--- src/rtl/vending_pkg.sv ---
// Coin encodings, coin values and FSM states shared by the change dispenser,
// its inventory and anything that decodes state_out.
package vending_pkg;

  typedef enum logic [1:0] {
    COIN_NONE = 2'b00,
    COIN_1    = 2'b01,
    COIN_5    = 2'b10,
    COIN_10   = 2'b11
  } coin_e;

  localparam logic [4:0] VAL_1  = 5'd1;
  localparam logic [4:0] VAL_5  = 5'd5;
  localparam logic [4:0] VAL_10 = 5'd10;

  typedef enum logic [2:0] {
    ST_IDLE     = 3'd0,
    ST_SELECT   = 3'd1,
    ST_DISPENSE = 3'd2,
    ST_DONE     = 3'd3,
    ST_FAULT    = 3'd4
  } state_e;

  function automatic logic [4:0] coin_value(input coin_e c);
    logic [4:0] v;
    v = '0;
    case (c)
      COIN_1:  v = VAL_1;
      COIN_5:  v = VAL_5;
      COIN_10: v = VAL_10;
      default: v = '0;
    endcase
    return v;
  endfunction

endpackage

--- src/rtl/change_dispenser_if.sv ---
// Change-request and coin-eject handshakes between the vending controller,
// the dispenser and the coin hopper.
interface change_dispenser_if;

  logic       change_valid;
  logic [4:0] change_amount;
  logic       change_ready;
  logic       coin_out_valid;
  logic [1:0] coin_out;
  logic       coin_ack;

  modport master (
    output change_valid, change_amount, coin_ack,
    input  change_ready, coin_out_valid, coin_out
  );

  modport slave (
    input  change_valid, change_amount, coin_ack,
    output change_ready, coin_out_valid, coin_out
  );

endinterface

--- src/rtl/change_dispenser_coin_inventory.sv ---
// Three saturating per-denomination coin counters with refill and single-coin
// decrement; index i holds the denomination whose coin code is i+1.
module coin_inventory
  import vending_pkg::*;
#(
  parameter int unsigned INV_WIDTH = 6,
  parameter int unsigned INV_INIT  = 20
) (
  input  logic                 clk,
  input  logic                 rst,
  input  logic                 refill_en_i,
  input  logic [1:0]           refill_type_i,
  input  logic [INV_WIDTH-1:0] refill_count_i,
  input  logic                 dec_en_i,
  input  coin_e                dec_type_i,
  output logic [INV_WIDTH-1:0] inv_1_o,
  output logic [INV_WIDTH-1:0] inv_5_o,
  output logic [INV_WIDTH-1:0] inv_10_o,
  output logic                 zero_1_o,
  output logic                 zero_5_o,
  output logic                 zero_10_o
);

  localparam logic [INV_WIDTH-1:0] INV_MAX = '1;
  localparam logic [INV_WIDTH-1:0] INIT_V  = INV_WIDTH'(INV_INIT);

  logic [INV_WIDTH-1:0] inv_q [3];
  logic [INV_WIDTH-1:0] inv_d [3];
  logic [INV_WIDTH:0]   sum;

  // Refill and decrement fold into one sum so a same-cycle pair nets out
  // before saturation; the extra bit holds the pre-saturation overflow.
  always_comb begin
    sum = '0;
    for (int unsigned i = 0; i < 3; i++) begin
      sum = {1'b0, inv_q[i]};
      if (refill_en_i && (refill_type_i == 2'(i + 1)))
        sum = sum + {1'b0, refill_count_i};
      if (dec_en_i && (dec_type_i == coin_e'(2'(i + 1))) && (inv_q[i] != '0))
        sum = sum - (INV_WIDTH + 1)'(1);
      inv_d[i] = (sum > {1'b0, INV_MAX}) ? INV_MAX : sum[INV_WIDTH-1:0];
    end
  end

  always_ff @(posedge clk or posedge rst) begin
    if (rst) begin
      for (int unsigned i = 0; i < 3; i++) inv_q[i] <= INIT_V;
    end else begin
      for (int unsigned i = 0; i < 3; i++) inv_q[i] <= inv_d[i];
    end
  end

  assign inv_1_o   = inv_q[0];
  assign inv_5_o   = inv_q[1];
  assign inv_10_o  = inv_q[2];
  assign zero_1_o  = (inv_q[0] == '0);
  assign zero_5_o  = (inv_q[1] == '0);
  assign zero_10_o = (inv_q[2] == '0);

endmodule

--- src/rtl/change_dispenser.sv ---
// Greedy 10/5/1 change dispenser: takes one change amount per transaction and
// issues coins one at a time over a valid/ack handshake to the hopper.
module change_dispenser
  import vending_pkg::*;
#(
  parameter int unsigned INV_WIDTH   = 6,
  parameter int unsigned INV_INIT    = 20,
  parameter int unsigned ACK_TIMEOUT = 15
) (
  input  logic                 clk,
  input  logic                 reset,
  change_dispenser_if.slave    cif,
  input  logic                 refill_en,
  input  logic [1:0]           refill_type,
  input  logic [INV_WIDTH-1:0] refill_count,
  input  logic                 clear_fault,
  output logic                 done,
  output logic [4:0]           shortfall,
  output logic                 fault,
  output logic [INV_WIDTH-1:0] inv_1,
  output logic [INV_WIDTH-1:0] inv_5,
  output logic [INV_WIDTH-1:0] inv_10,
  output logic [2:0]           state_out
);

  localparam int unsigned     TMO_W    = $clog2(ACK_TIMEOUT + 1);
  localparam logic [TMO_W-1:0] TMO_LAST = TMO_W'(ACK_TIMEOUT - 1);

  state_e           state_q, state_d;
  logic [4:0]       remaining_q, remaining_d;
  coin_e            coin_q, coin_d;
  logic [TMO_W-1:0] tmo_q, tmo_d;
  logic [4:0]       shortfall_q, shortfall_d;
  logic             dec_en;
  logic             zero_1, zero_5, zero_10;

  coin_inventory #(
    .INV_WIDTH (INV_WIDTH),
    .INV_INIT  (INV_INIT)
  ) u_inventory (
    .clk            (clk),
    .rst            (reset),
    .refill_en_i    (refill_en),
    .refill_type_i  (refill_type),
    .refill_count_i (refill_count),
    .dec_en_i       (dec_en),
    .dec_type_i     (coin_q),
    .inv_1_o        (inv_1),
    .inv_5_o        (inv_5),
    .inv_10_o       (inv_10),
    .zero_1_o       (zero_1),
    .zero_5_o       (zero_5),
    .zero_10_o      (zero_10)
  );

  always_ff @(posedge clk or posedge reset) begin
    if (reset) begin
      state_q     <= ST_IDLE;
      remaining_q <= '0;
      coin_q      <= COIN_NONE;
      tmo_q       <= '0;
      shortfall_q <= '0;
    end else begin
      state_q     <= state_d;
      remaining_q <= remaining_d;
      coin_q      <= coin_d;
      tmo_q       <= tmo_d;
      shortfall_q <= shortfall_d;
    end
  end

  always_comb begin
    state_d     = state_q;
    remaining_d = remaining_q;
    coin_d      = coin_q;
    tmo_d       = tmo_q;
    shortfall_d = shortfall_q;
    dec_en      = 1'b0;
    case (state_q)
      ST_IDLE: begin
        if (cif.change_valid) begin
          remaining_d = cif.change_amount;
          shortfall_d = '0;
          state_d     = ST_SELECT;
        end
      end
      ST_SELECT: begin
        tmo_d = '0;
        if ((remaining_q >= VAL_10) && !zero_10) begin
          coin_d  = COIN_10;
          state_d = ST_DISPENSE;
        end else if ((remaining_q >= VAL_5) && !zero_5) begin
          coin_d  = COIN_5;
          state_d = ST_DISPENSE;
        end else if ((remaining_q >= VAL_1) && !zero_1) begin
          coin_d  = COIN_1;
          state_d = ST_DISPENSE;
        end else begin
          coin_d      = COIN_NONE;
          shortfall_d = remaining_q;
          remaining_d = '0;
          state_d     = ST_DONE;
        end
      end
      ST_DISPENSE: begin
        if (cif.coin_ack) begin
          remaining_d = remaining_q - coin_value(coin_q);
          dec_en      = 1'b1;
          tmo_d       = '0;
          state_d     = ST_SELECT;
        end else if (tmo_q == TMO_LAST) begin
          // Hopper never answered: the rest of this transaction is abandoned.
          remaining_d = '0;
          coin_d      = COIN_NONE;
          tmo_d       = '0;
          state_d     = ST_FAULT;
        end else begin
          tmo_d = tmo_q + TMO_W'(1);
        end
      end
      ST_DONE:  state_d = ST_IDLE;
      ST_FAULT: if (clear_fault) state_d = ST_IDLE;
      default:  state_d = ST_IDLE;
    endcase
  end

  assign cif.change_ready   = (state_q == ST_IDLE);
  assign cif.coin_out_valid = (state_q == ST_DISPENSE);
  assign cif.coin_out       = (state_q == ST_DISPENSE) ? coin_q : COIN_NONE;
  assign done               = (state_q == ST_DONE);
  assign fault              = (state_q == ST_FAULT);
  assign shortfall          = shortfall_q;
  assign state_out          = state_q;

endmodule

--- src/flat_wrapper.sv ---
// flat-port wrapper written by rule: the top's interface ports become plain ports
module change_dispenser_flat import vending_pkg::*;
#(
  parameter int unsigned INV_WIDTH   = 6,
  parameter int unsigned INV_INIT    = 20,
  parameter int unsigned ACK_TIMEOUT = 15
)
  (clk, reset, refill_en, refill_type, refill_count, clear_fault, done, shortfall, fault, inv_1, inv_5, inv_10, state_out, cif_change_valid, cif_change_amount, cif_coin_ack, cif_change_ready, cif_coin_out_valid, cif_coin_out);
  change_dispenser_if cif_i ();
  input  logic clk;
  input  logic reset;
  input  logic refill_en;
  input  logic [1:0] refill_type;
  input  logic [INV_WIDTH-1:0] refill_count;
  input  logic clear_fault;
  output logic done;
  output logic [4:0] shortfall;
  output logic fault;
  output logic [INV_WIDTH-1:0] inv_1;
  output logic [INV_WIDTH-1:0] inv_5;
  output logic [INV_WIDTH-1:0] inv_10;
  output logic [2:0] state_out;
  input wire logic [$bits(cif_i.change_valid)-1:0] cif_change_valid;
  input wire logic [$bits(cif_i.change_amount)-1:0] cif_change_amount;
  input wire logic [$bits(cif_i.coin_ack)-1:0] cif_coin_ack;
  output wire logic [$bits(cif_i.change_ready)-1:0] cif_change_ready;
  output wire logic [$bits(cif_i.coin_out_valid)-1:0] cif_coin_out_valid;
  output wire logic [$bits(cif_i.coin_out)-1:0] cif_coin_out;
  assign cif_i.change_valid = cif_change_valid;
  assign cif_i.change_amount = cif_change_amount;
  assign cif_i.coin_ack = cif_coin_ack;
  assign cif_change_ready = cif_i.change_ready;
  assign cif_coin_out_valid = cif_i.coin_out_valid;
  assign cif_coin_out = cif_i.coin_out;
  change_dispenser #(.INV_WIDTH(INV_WIDTH), .INV_INIT(INV_INIT), .ACK_TIMEOUT(ACK_TIMEOUT)) u_core (.clk(clk), .reset(reset), .cif(cif_i), .refill_en(refill_en), .refill_type(refill_type), .refill_count(refill_count), .clear_fault(clear_fault), .done(done), .shortfall(shortfall), .fault(fault), .inv_1(inv_1), .inv_5(inv_5), .inv_10(inv_10), .state_out(state_out));
endmodule
--- config.mk ---
export PLATFORM = sky130hd
export DESIGN_NAME = change_dispenser_flat
export DESIGN_NICKNAME = d
export VERILOG_FILES = /design/src/rtl/vending_pkg.sv /design/src/rtl/change_dispenser_if.sv /design/src/rtl/change_dispenser_coin_inventory.sv /design/src/rtl/change_dispenser.sv /design/src/flat_wrapper.sv
export SDC_FILE = /design/constraint.sdc
export NUM_CORES = 1
export LEC_CHECK = 0
export ABC_CLOCK_PERIOD_IN_PS = 6400
export BUFFER_PORTS_ARGS = -buffer_cell sky130_fd_sc_hd__clkbuf_2
export CAP_MARGIN = 20
export CORE_AREA = 4 4 91 93
export CTS_CLUSTER_DIAMETER = 50
export CTS_CLUSTER_SIZE = 16
export DETAILED_ROUTE_END_ITERATION = 7
export DIE_AREA = 0 0 95 97
export SLEW_MARGIN = 10
export SYNTH_ARGS = -nofsm -noshare
export SYNTH_HDL_FRONTEND = slang
export SYNTH_SLANG_ARGS = --single-unit
export TNS_END_PERCENT = 10
--- constraint.sdc ---
create_clock -name clk -period 6.4 [get_ports clk]
set_input_delay 1.28 -clock clk [delete_from_list [all_inputs] [get_ports clk]]
set_output_delay 1.28 -clock clk [all_outputs]
set_load 0.02 [all_outputs]
### Word level (Yosys, flattened, before mapping)

Cells that the tools add are included.

* register bits after elaboration: 37
* input port bits: 19
* output and inout bits: 32
* word-level logic and storage cells: 114

* $add $sub $neg: 8
* magnitude comparators: 6
* eq/ne operators: 19
* mux-type cells: 44
* reductions and logical operators: 29

Operator list (number)
* 5-bit two-way mux: 12
* 7-bit two-way mux: 6
* 6-bit by 6-bit adder with 7-bit output: 3
* 7-bit by 6-bit > comparator with 1-bit output, second input constant: 3
* 7-bit by 1-bit subtractor with 7-bit output, second input constant: 3
* 6-bit zero test: 3
* 3-bit two-way mux: 6
* 6-bit two-way mux: 3
* 6-bit nonzero test: 3
* 5-bit case mux with 3 select lines: 1
* 1-bit logical AND: 12
* 2-bit != test, second input constant: 6
* 3-bit case mux with 4 select lines: 1
* 4-bit case mux with 3 select lines: 1
* 2-bit two-way mux: 5
* 5-bit case mux with 2 select lines: 1
* 2-bit == test, second input constant: 4
* 4-bit two-way mux: 2
* 4-bit case mux with 2 select lines: 1
* 3-bit by 2-bit == test with 1-bit output, second input constant: 2
* 3-bit AND reduction: 2
* 6-bit AND reduction: 1
* 5-bit by 1-bit greater-or-equal comparator with 1-bit output, second input constant: 1
* 5-bit by 3-bit greater-or-equal comparator with 1-bit output, second input constant: 1
* 16 further kinds: 23

### Depth between registers and ports, before layout

Gate-level depths: netlist (run 1).

* word-level depth: 7
* mapped depth: 11
* gate-level depth less buffers: 11

### By module

Synthesis (run 1) repeated with hierarchy kept, for this count alone.

* cell total of the unflattened synthesis: 375
* area, all modules: 3517.1 sq um

Modules (own cells, without submodules)
* coin_inventory: times used 1, cells an instance 242, area an instance 2195.9 sq um, sequential area each 457.9 sq um
* change_dispenser: times used 1, cells an instance 133, area an instance 1321.3 sq um, sequential area each 475.5 sq um

### Worst setup path after synthesis (run 1)

No wires, ideal clock.

* path kind: input port to flip-flop
* start point: in refill_count[0]
* end point: reg u_core.u_inventory.inv_q, in the netlist u_core.u_inventory.inv_5_o[5]
* library setup time: 87 ps
* arrival time: 3152 ps
* required time: 6313 ps
* setup slack: 3161 ps
* stages on the path: 10
* buffers on the path: 0
* cell sequence: ha_1 -> inv_1 -> fa_1 -> nor2_1 -> a21oi_1 -> ha_1 -> nand3_1 -> a211o_1 -> or3b_4 -> o211ai_1

RTL lines
* start: declaration: RTL line flat_wrapper.sv:14 `input logic [INV_WIDTH-1:0] refill_count;`
* end: declaration: RTL line change_dispenser_coin_inventory.sv:27 `logic [INV_WIDTH-1:0] inv_q [3];`

==> summary.md, run 1 <==
| Metric | Value |
|---|---|
| Outcome | complete, no violations |
| Worst setup path class | in2reg |
| EDFF count, synth | 0 |
| Syn nets | approximately 410 |
| CORE AREA | 7527 sq um |
| Slew headroom | 0.5890 |
| Reg-to-reg setup timing slack | 3.76 ns |
| CP max-delay cell | fa_1 |
| R2R depth | 9 |
| Final Instance Area | 3612 sq um |
| Hold Crit Endpoint | u_core.shortfall[1] |
| Fin nets | 459 |
| Hold Buf Count CTS | 0 |
| Fin Hold WS | approximately 0.5 ns |
| Clock-pin slew on the worst setup and hold paths | 0.08 ns |
| CP Max Fanout | 4 |
| Synth warn | 0 |
| Starting Density | 0.4176 |
| Die area | 9215 sq um |
| DRC | 0 |
| WL per Instance | 15.51 um |
| Required @ worst endpoint | 6.55 ns |
| Crit path time final | 3.307 ns |
| Post-placement cell count | between 500 and 600 |
| Unrepaired setup endpoints after global routing | false |
| # Max-Cap Violations | 0 |
| Main synth FF type | dfrtp_1 |
| Final setup fails | 0 |
| TritonCTS clock tree | yes |
| GRT Util Overall | 0.1787 |
| Vias in the first global route | 2,734 |
| Crit end category | register |
| Setup tns final | 0 ns |
| Clk sinks | 37 |
| Placement row count | 32 |
| Syn Area/Cell | 8.879 sq um |
| Critical R2R Capture | u_core.u_inventory.inv_1_o[1] |
| # port buffers | 50 |
| Largest stage delay, worst path | 0.48 ns |
| Total gr overflow | 0 |
| Worst Path Buf+Inv | 2 |
| Layout cells sized above 1 | 0.1941 |
| Largest net degree at the start of global routing | 38 |
| GP Congestion | roughly 0.89 |
| N_diodes | 0 |
| CP Launch Type | primary input |
| DRT Wirelength | 7897 um |
| VDD IR max | 0.0002077 V |
| Vias | 2,772 |
| Die Wd | 95 um |
| Netlist cell types | 59 |
| Max clock buf depth | 2 |
| Post-CTS Setup Repair Bufs | 0 |
| Hold Path Class | reg2reg |
| Post-Layout Cell Count | 509 |
| P&R area growth vs syn | 14.93% |
| Flops & latches, synth | 37 |
| Pwr dens | 492.8 nW/um^2 |
| Actual slew at the worst max-slew pin | 0.6080 ns |
| Hold wc startpoint | u_core.shortfall[1] |
| Worst hold path cell count | 1 |
| Fmax | 302.4 MHz |
| Clock root cell | clkbuf_8 |
| Worst skew pair latency | a little under 0.3 ns |
| Crit path max-delay family | compound AO/OA/AOI/OAI gates |
| Initial antenna violation count | 0 |
| Worst path cell trace | clkbuf_2 > ha_1 > inv_1 > fa_1 > nor2_1 > a21oi_1 > ha_1 > nand3_2 > o31ai_1 > o2111ai_1 |
| Sequential area share after synthesis | 0.2970 |
| H-tree lvl count | 2 |
| Critical path arrival | 3.45 ns |
| Drt first pass iters | 4 |
| Slew Limit Fails | 0 |
| Reg-to-Reg Start | u_core.u_inventory.inv_1_o[0] |
| Global-route wire length before repair | 13,240 um |
| Post-CTS sizing | 0 |
| Leak Pwr | ~0.0017 uW |
| Tot Pwr | 1780 uW |
| Synth Instances | 354 |
| Final hold violation count | 0 |
| Clk_skew | 0.01217 ns |
| Netlist Area Pre-Place | 3143 sq um |
| Ys async rst share | 1.000 |
| Placed Area | between 3000 and 4000 sq um |
| Remaining antenna violation count | 0 |
| Die H | 97 um |
| Vias per cell | 5.446 |
| Num CTS Buffers | 5 |
| Post-DP HPWL | approximately 6400 um |
| Tcrit/Tclk final | 0.5167 |
| IO Count | a little over 50 |
| Starting DRT DRC Count | 132 |
| Critical Path Most Common Cell | ha_1 |
cells in the mapped netlist (all sizes together) (7+ instances only):
cell type	instances	area share
ha	30	0.12
a211oi	7	0.024
nand2	28	0.033
mux2i	9	0.033
inv	19	0.023
o21ai	21	0.033
nand3	11	0.019
nor3	10	0.016
nand2b	7	0.014
a21oi	23	0.037
xnor2	11	0.031
dfrtp	31	0.25
xor2	12	0.033
nor2	34	0.041
cell usage in the layout (no fill, tap or decap), drive strengths merged, types with 3 or more instances in the layout:
cell | Yosys | layout
xnor2 | 11 | 11
nor3 | 10 | 10
or2 | 3 | 3
and3 | 6 | 6
nand4 | 6 | 6
fa | 4 | 4
o21ai | 21 | 21
a21oi | 23 | 23
nand2b | 7 | 7
dfstp | 6 | 6
nor2 | 34 | 34
o31ai | 5 | 5
a31oi | 3 | 3
inv | 19 | 19
dfrtp | 31 | 31
o211ai | 4 | 4
a21o | 4 | 4
a211oi | 7 | 7
nand2 | 28 | 28
clkbuf | 4 | 55
mux2i | 9 | 9
o21a | 5 | 5
ha | 30 | 30
and2 | 3 | 3
a22oi | 5 | 5
nand3 | 11 | 11
xor2 | 12 | 12
a211o | 4 | 4
nor4 | 4 | 4
a22o | 6 | 6
flip-flops by register name, indices dropped and copies added (netlist names):
signal,count
u_core.remaining_q,5
u_core.state_out,3
u_core.u_inventory.inv_1_o,6
u_core.u_inventory.inv_10_o,6
u_core.coin_q,2
u_core.u_inventory.inv_5_o,6
u_core.shortfall,5
u_core.tmo_q,4
where the power goes:
part	leakage, uW	switching (uW)	internal [uW]
registers	0.000452	149	341
clock network	0.0000543	89.1	117
logic	0.00115	644	440
cell type report:
cell class              instances  area, sq um
clock buffers                   5        68.82
multi-input cells             292         2107
fillers                       770         3915
clock inverters                 3        46.29
repair buffers                 51        257.7
flip-flops and latches         37        933.4
inverters                      19        71.32
well taps                     102        127.6
routing by layer:
| layer | wire length [um] | track usage | vias to the layer above |
|---|---|---|---|
| met5 | 0 | 0 | - |
| met4 | 78 | 0.04661 | 0 |
| met3 | 248 | 0.02411 | 4 |
| met2 | 3596 | 0.2863 | 51 |
| met1 | 3972 | 0.2520 | 1310 |
| li1 | - | - | 1407 |
metrics by stage:
step | utilization | setup WS [ns]
2_1_floorplan | - | 3.161
3_3_place_gp | 0.4646 | 2.921
3_5_place_dp | 0.4646 | 2.819
4_1_cts | 0.4799 | 3.146
5_1_grt | 0.4799 | 2.946
6_report | 0.4799 | 3.093
worst max-delay path by stage:
stage	start	to	slack [ns]	cells past startpoint
3_3_place_gp	refill_count[0]	u_core.u_inventory.inv_5_o[5]	2.92	11
2_1_floorplan	refill_count[0]	u_core.u_inventory.inv_5_o[5]	3.16	10
3_5_place_dp	refill_count[0]	u_core.u_inventory.inv_1_o[1]	2.82	10
4_1_cts	refill_count[0]	u_core.u_inventory.inv_1_o[1]	3.15	10
6_report	refill_count[0]	u_core.u_inventory.inv_1_o[1]	3.09	10
5_1_grt	refill_count[0]	u_core.u_inventory.inv_1_o[1]	2.95	10
logic make-up after synthesis:
group | after synthesis | synth area share
AOI/OAI and AO/OA | 98 | 0.2122
buffers and inverters | 25 | 0.03264
and+or+nand+nor | 127 | 0.2130
DFF | 37 | 0.2970
adders and majority gates | 34 | 0.1449
xor gates and xnor gates | 23 | 0.06409
muxes | 10 | 0.03623
No activity file was read; power rests on OpenSTA's default activity.
==> run 2, diff against run 1 <==
Settings changed: ABC_CLOCK_PERIOD_IN_PS 6400 to 2800.
Clock period 6.4 ns to 2.8 ns, I/O delays scaled along.
==> run 2 against run 1 <==
  * Flip-flop and latch count did not move
  * Clock power is 130% higher
  * First-iteration DRC count up 2.3%
  * Critical path depth is the same
  * Global-route usage rose by 0.39 points
  * Final cell count is 2.0% higher
  * Clock skew is 0.0040 ns lower
  * Total power increased by 130%
  * Sequential share of layout area decreased by 0.50 points
  * Combinational power is 130% higher
  * Die area unchanged
  * Utilization increased by 0.95 points
  * Critical endpoint is now u_core.u_inventory.inv_5_o[5]
==> summary.md, run 2 (synthesis gave the netlist of run 1 again) <==
| Metric | Value |
|---|---|
| Most common cell after layout, fill and taps aside | clkbuf_2 (unchanged) |
| Initial antenna violation count | 0 (unchanged) |
| Largest stage delay, worst path | 0.48 ns (about the same) |
| Worst path cell trace | ha_1 > inv_1 > fa_1 > nor2_1 > a21oi_1 > ha_1 > nand3_1 > a211o_1 > or3b_4 > o211ai_1 (was clkbuf_2 > ha_1 > inv_1 > fa_1 > nor2_1 > a21oi_1 > ha_1 > nand3_2 > o31ai_1 > o2111ai_1) |
| IO Count | 51 (unchanged) |
| Slew Limit Fails | 0 (unchanged) |
| Switching share of total power | 0.4849 (was 0.4955) |
| Post-DP HPWL | 6294 um (was 6372 um) |
| CP Launch Type | register (was primary input) |
| Leak Pwr | 0.001701 uW (was 0.001652 uW) |
| GP Congestion | 0.8273 (was 0.8890) |
| Final setup fails | 0 (unchanged) |
| Comb power frac | 0.619 (was 0.609) |
| Actual slew at the worst max-slew pin | 0.6430 ns (was 0.6080 ns) |
| Num CTS Buffers | 5 (unchanged) |
| Starting DRT DRC Count | 135 (was 132) |
| CP Max Fanout | 4 (unchanged) |
| Layout cells sized above 1 | 0.2110 (was 0.1941) |
| Outcome | complete, no violations (unchanged) |
| DRT Wirelength | 7810 um (was 7897 um) |
| Clk sinks | 37 (unchanged) |
| Final hold violation count | 0 (unchanged) |
| P&R area growth vs syn | 17.20% (was 14.93%) |
| Hold Buf Count CTS | 0 (unchanged) |
| Clock root cell | clkbuf_8 (unchanged) |
| Reg-to-Reg Start | u_core.u_inventory.inv_5_o[0] (was u_core.u_inventory.inv_1_o[0]) |
| Reg-to-reg setup timing slack | 0.26 ns (was 3.76 ns) |
| Crit path time final | roughly 2.5 ns |
| Hold Path Class | in2async (was reg2reg) |
| Critical path destination | u_core.u_inventory.inv_5_o[5] (was u_core.u_inventory.inv_1_o[1]) |
| # port buffers | 50 (unchanged) |
| Drt first pass iters | 4 (unchanged) |
| Critical R2R Capture | u_core.u_inventory.inv_5_o[5] (was u_core.u_inventory.inv_1_o[1]) |
| Internal | 2100 uW (was 898.1 uW) |
| Die H | 97 um (unchanged) |
| Die Wd | 95 um (unchanged) |
| Pwr dens | 1107 nW/um^2 (was 492.8 nW/um^2) |
| Critical path arrival | 2.75 ns (was 3.45 ns) |
| Starting Density | 0.4176 (unchanged) |
| Max clock buf depth | 2 (unchanged) |
| # Max-Cap Violations | 0 (unchanged) |
| GRT Util Overall | 0.1827 (was 0.1787) |
| Vias in the first global route | 2,758 (was 2,734) |
| Fillers | 747 (was 770) |
| R2R depth | 10 (was 9) |
| Part of the power in registers | 0.265 (was 0.275) |
| WL per Instance | 15.05 um (was 15.51 um) |
| Vias per cell | 5.435 (was 5.446) |
| Clock-pin slew on the worst setup and hold paths | 0.08 ns (about the same) |
| Worst setup startpoint | u_core.u_inventory.inv_5_o[0] (was refill_count[0]) |
| Required @ worst endpoint | 3.01 ns (was 6.55 ns) |
| Vias | 2,821 (was 2,772) |
| Unrepaired setup endpoints after global routing | false (unchanged) |
| Die area | 9215 sq um (unchanged) |
| Worst setup path class | reg2reg (was in2reg) |
| Fin util | 0.4894 (was 0.4799) |
| Post-CTS sizing | 0 (unchanged) |
| Commonest non-fill, non-tap cells in the layout | 50 x clkbuf_2, 34 x nor2_1, 31 x dfrtp_1 (unchanged) |
| Global-route wire length before repair | 13,540 um (was 13,240 um) |
| TritonCTS clock tree | yes (unchanged) |
| Clock power frac | 0.116 (about the same) |
| Clk_skew | 0.008168 ns (was 0.01217 ns) |
| Critical Path Most Common Cell | ha_1 (unchanged) |
| Placement row count | 32 (unchanged) |
| Fin nets | 469 (was 459) |
| N_diodes | 0 (unchanged) |
| Largest net degree at the start of global routing | 38 (unchanged) |
| CP max-delay cell | fa_1 (unchanged) |
| Crit path max-delay family | adder cells (was compound AO/OA/AOI/OAI gates) |
| Crit end category | register (unchanged) |
| VDD IR max | 0.0005783 V (was 0.0002077 V) |
| CORE AREA | 7527 sq um (unchanged) |
| P_sw | 1977 uW (was 882.0 uW) |
| Fmax | ~390 MHz |
| DRC | 0 (unchanged) |
| Tcrit/Tclk final | 0.9075 |
| Slew headroom | 0.5653 (was 0.5890) |
| H-tree lvl count | 2 (unchanged) |
| Setup tns final | 0 ns (unchanged) |
| Remaining antenna violation count | 0 (unchanged) |
| Total gr overflow | 0 (unchanged) |
| Worst skew pair latency | 0.29 ns (about the same) |
| Critical path depth | 10 (unchanged) |
| Post-CTS Setup Repair Bufs | 0 (unchanged) |
| Worst Path Buf+Inv | 1 (was 2) |
## run 2: cell count changes in the layout (fill, tap and decap cells not counted), sizes merged
cell	delta
clkinvlp	-1
clkbuf	+1
buf	+10
## run 2: per-stage QoR
| step | hold WS [ns] | cell area, sq um | setup slack [ns] | power, uW | cells |
|---|---|---|---|---|---|
| after floorplan | 0.4502 | 3143 | 0.2814 | 2918 | 354 |
| after global placement | 0.4873 | 3572 | 0.06565 | 3583 | 511 |
| after detailed placement | 0.4871 | 3572 | -0.001289 | 3602 | 511 |
| after CTS | 0.3631 | 3684 | 0.2446 | 4107 | 519 |
| after global routing | 0.4053 | 3684 | 0.1151 | 4488 | 519 |
| final | 0.3486 | 3684 | 0.2591 | 4077 | 519 |
## run 2: power by group through the flow
| stage | clock, uW | combinational, uW | sequential, uW |
|---|---|---|---|
| 2_1_floorplan | 0 | 1730 | 1190 |
| 3_3_place_gp | 0 | 2490 | 1090 |
| 3_5_place_dp | 0 | 2510 | 1090 |
| 4_1_cts | 493 | 2530 | 1080 |
| 5_1_grt | 509 | 2860 | 1120 |
| 6_report | 474 | 2520 | 1080 |
## run 2: routing by layer
metal	vias to the layer above	share of wire	GRT usage
met3	10	0.045	0.02955
met1	1326	0.46	0.2537
met4	0	0.016	0.04883
met5	-	0	0
li1	1422	-	-
met2	63	0.48	0.2928
## run 2: worst min path at each step
stage | to | slack [ns] | cells past startpoint
after floorplan | u_core.tmo_q[3] | 0.45 | 1
after global placement | u_core.shortfall[4] | 0.49 | 1
after detailed placement | u_core.tmo_q[3] | 0.49 | 1
after CTS | u_core.coin_q[0] | 0.36 | 3
after global routing | u_core.coin_q[1] | 0.41 | 3
final | u_core.shortfall[3] | 0.35 | 3
## run 2: worst register-to-register path: cells and delay by family, from the launching register on
| family | cells | cell delay (ns) |
|---|---|---|
| AOI/OAI and AO/OA | 3 | 0.53 |
| adders and majority gates | 3 | 0.89 |
| buffers and inverters | 1 | 0.06 |
| DFF | 1 | 0.43 |
| and+or+nand+nor | 3 | 0.56 |
## run 2: layout make-up
cell class / count / area (sq um) / share of cell area
Multi-Input combinational cell: 292 / 2107 / 0.5720
Sequential cell: 37 / 933.4 / 0.2534
Inverter: 19 / 71.32 / 0.01936
Clock inverter: 2 / 38.79 / 0.01053
Clock buffer: 6 / 72.57 / 0.01970
Tap cell: 102 / 127.6 / 0.03465
Timing Repair Buffer: 61 / 332.8 / 0.09035
==> run 3, diff against run 2 <==
Settings changed: CORE_AREA 4 4 91 93 to 3 3 90 92, CTS_BUF_LIST set to sky130_fd_sc_hd__clkbuf_4 sky130_fd_sc_hd__clkbuf_8, DIE_AREA 0 0 95 97 to 0 0 93 95.
==> run 3 against run 2 <==
  * Fmax increased by 0.83%
  * Sequential power barely moved
  * Clock skew about the same
  * Global-route usage is 1.0 points higher
  * Combinational power increased by 2%
  * First-iteration DRC count down 27%
  * Critical path depth down 1
  * Critical endpoint is now u_core.u_inventory.inv_1_o[1]
==> summary.md, run 3 (synthesis gave the netlist of run 1 again) <==
| Metric | Value |
|---|---|
| Vias | 2,883 (was 2,821) |
| Slew Limit Fails | 0 (unchanged) |
| Comb power frac | 0.635 (was 0.619) |
| Tot Pwr | 4065 uW (was 4077 uW) |
| Leak Pwr | 0.001701 uW (about the same) |
| Global-route wire length before repair | 13,590 um (was 13,540 um) |
| CP Launch Type | register (unchanged) |
| Placement row count | 31 (was 32) |
| Clk sinks | 37 (unchanged) |
| Largest net degree at the start of global routing | 38 (unchanged) |
| H-tree lvl count | 2 (unchanged) |
| N_diodes | 0 (unchanged) |
| Die H | 95 um (was 97 um) |
| Fillers | 746 (was 747) |
| Required @ worst endpoint | 3.00 ns (was 3.01 ns) |
| Internal | 2055 uW (was 2100 uW) |
| Hold Buf Count CTS | 0 (unchanged) |
| DRC | 0 (unchanged) |
| WL per Instance | 15.79 um (was 15.05 um) |
| Crit path time final | 2.520 ns (was 2.541 ns) |
| Layout cells sized above 1 | 0.2153 (was 0.2110) |
| Unrepaired setup endpoints after global routing | false (unchanged) |
| Die Wd | 93 um (was 95 um) |
| Clock-pin slew on the worst setup and hold paths | 0.07 ns (was 0.08 ns) |
| Placed Area | 3576 sq um (was 3572 sq um) |
| Final hold violation count | 0 (unchanged) |
| TritonCTS clock tree | yes (unchanged) |
| Total gr overflow | 0 (unchanged) |
| P_sw | 2009 uW (was 1977 uW) |
| Fin nets | 470 (was 469) |
| IO Count | 51 (unchanged) |
| VDD IR max | 0.0004478 V (was 0.0005783 V) |
| Pwr dens | 1108 nW/um^2 (was 1107 nW/um^2) |
| Post-CTS Setup Repair Bufs | 0 (unchanged) |
| Tcrit/Tclk final | 0.9000 (was 0.9075) |
| Slew headroom | 0.5234 (was 0.5653) |
| Final Instance Area | 3667 sq um (was 3684 sq um) |
| Crit end category | register (unchanged) |
| P&R area growth vs syn | 16.68% (was 17.20%) |
| CORE AREA | 7292 sq um (was 7527 sq um) |
| Switching share of total power | 0.4943 (was 0.4849) |
| # port buffers | 50 (unchanged) |
| Drt first pass iters | 4 (unchanged) |
| CP Max Fanout | 4 (unchanged) |
| Vias in the first global route | 2,780 (was 2,758) |
| Most common cell after layout, fill and taps aside | clkbuf_2 (unchanged) |
| Hold Path Class | in2async (unchanged) |
| Clk_skew | 0.008569 ns (was 0.008168 ns) |
| Num CTS Buffers | 5 (unchanged) |
| Clock root cell | clkbuf_8 (unchanged) |
| Post-DP HPWL | 6614 um (was 6294 um) |
| GP Congestion | 0.9446 (was 0.8273) |
| Actual slew at the worst max-slew pin | 0.7049 ns (was 0.6430 ns) |
| Worst setup path class | reg2reg (unchanged) |
| Commonest non-fill, non-tap cells in the layout | 50 x clkbuf_2, 34 x nor2_1, 31 x dfrtp_1 (unchanged) |
| R2R depth | 9 (was 10) |
| Fmax | 396.8 MHz (was 393.6 MHz) |
| Remaining antenna violation count | 0 (unchanged) |
| Post-CTS sizing | 0 (unchanged) |
| Critical path arrival | 2.72 ns (was 2.75 ns) |
| Worst skew pair latency | 0.29 ns (about the same) |
| Clock power frac | 0.097 (was 0.116) |
| Max clock buf depth | 2 (unchanged) |
| Outcome | complete, no violations (unchanged) |
| Fin Hold WS | 0.3451 ns (was 0.3486 ns) |
| Vias per cell | 5.576 (was 5.435) |
| Final setup fails | 0 (unchanged) |
| DRT Wirelength | 8162 um (was 7810 um) |
| GRT Util Overall | 0.1927 (was 0.1827) |
| Starting Density | 0.4310 (was 0.4176) |
| Setup tns final | 0 ns (unchanged) |
| Starting DRT DRC Count | 98 (was 135) |
| # Max-Cap Violations | 0 (unchanged) |
| Die area | 8835 sq um (was 9215 sq um) |
| Initial antenna violation count | 0 (unchanged) |
| Part of the power in registers | 0.268 (was 0.265) |
## run 3: cell count changes in the layout (fill, tap and decap cells not counted), sizes merged
cell / delta
buf: +1
bufinv: -1
clkinv: -1
clkbuf: +2
## run 3: metrics by stage
| step | setup WS (ns) | util | cells |
|---|---|---|---|
| 2_1_floorplan | 0.2814 | - | 354 |
| 3_5_place_dp | 0.006297 | 0.4904 | 509 |
| 5_1_grt | 0.1630 | 0.5029 | 517 |
| 3_3_place_gp | 0.07007 | 0.4904 | 509 |
| 4_1_cts | 0.3040 | 0.5029 | 517 |
| 6_report | 0.2800 | 0.5029 | 517 |
## run 3: worst max-delay path: stages (launching register included)
cell and delay [ns]:
dfrtp_1 0.42, ha_1 0.19, inv_1 0.06, fa_1 0.48, nor2_1 0.04, a21oi_1 0.24
ha_1 0.24, nand3_2 0.09, or4_4 0.56, o2111ai_1 0.12
## run 3: power by group through the flow
stage / clock network [uW] / registers [uW] / logic (uW)
global placement: 0 / 1100 / 2520
CTS: 406 / 1090 / 2590
finish: 394 / 1090 / 2580
floorplan: 0 / 1190 / 1730
global route: 429 / 1130 / 2890
detailed placement: 0 / 1100 / 2580
## run 3: worst paths after layout
check,end,slack [ns],startpoint
setup / recovery,u_core.u_inventory.inv_1_o[1],0.28,u_core.u_inventory.inv_1_o[0]
hold / removal,u_core.tmo_q[1],0.35,reset
setup reg to reg,u_core.u_inventory.inv_1_o[1],0.28,u_core.u_inventory.inv_1_o[0]
hold reg to reg,u_core.tmo_q[3],0.49,u_core.tmo_q[3]
max in group asynchronous,u_core.u_inventory.inv_5_o[4],2.08,reset
min in group clk,u_core.tmo_q[3],0.49,u_core.tmo_q[3]
## run 3: final cells by class
cell class / instances / area [sq um] / share of cell area
multi-input combinational: 292 / 2107 / 0.5745
clock buffer: 8 / 91.34 / 0.02491
sequential: 37 / 933.4 / 0.2545
inverter: 19 / 71.32 / 0.01945
timing repair buffer: 62 / 340.3 / 0.09280
tap: 99 / 123.9 / 0.03378
## run 3: metal layers
metal	track usage	wire length [um]	up-vias
met5	0	0	-
met4	0.05006	131	0
met2	0.3095	3665	68
li1	-	-	1420
met1	0.2727	3971	1383
met3	0.02709	393	12
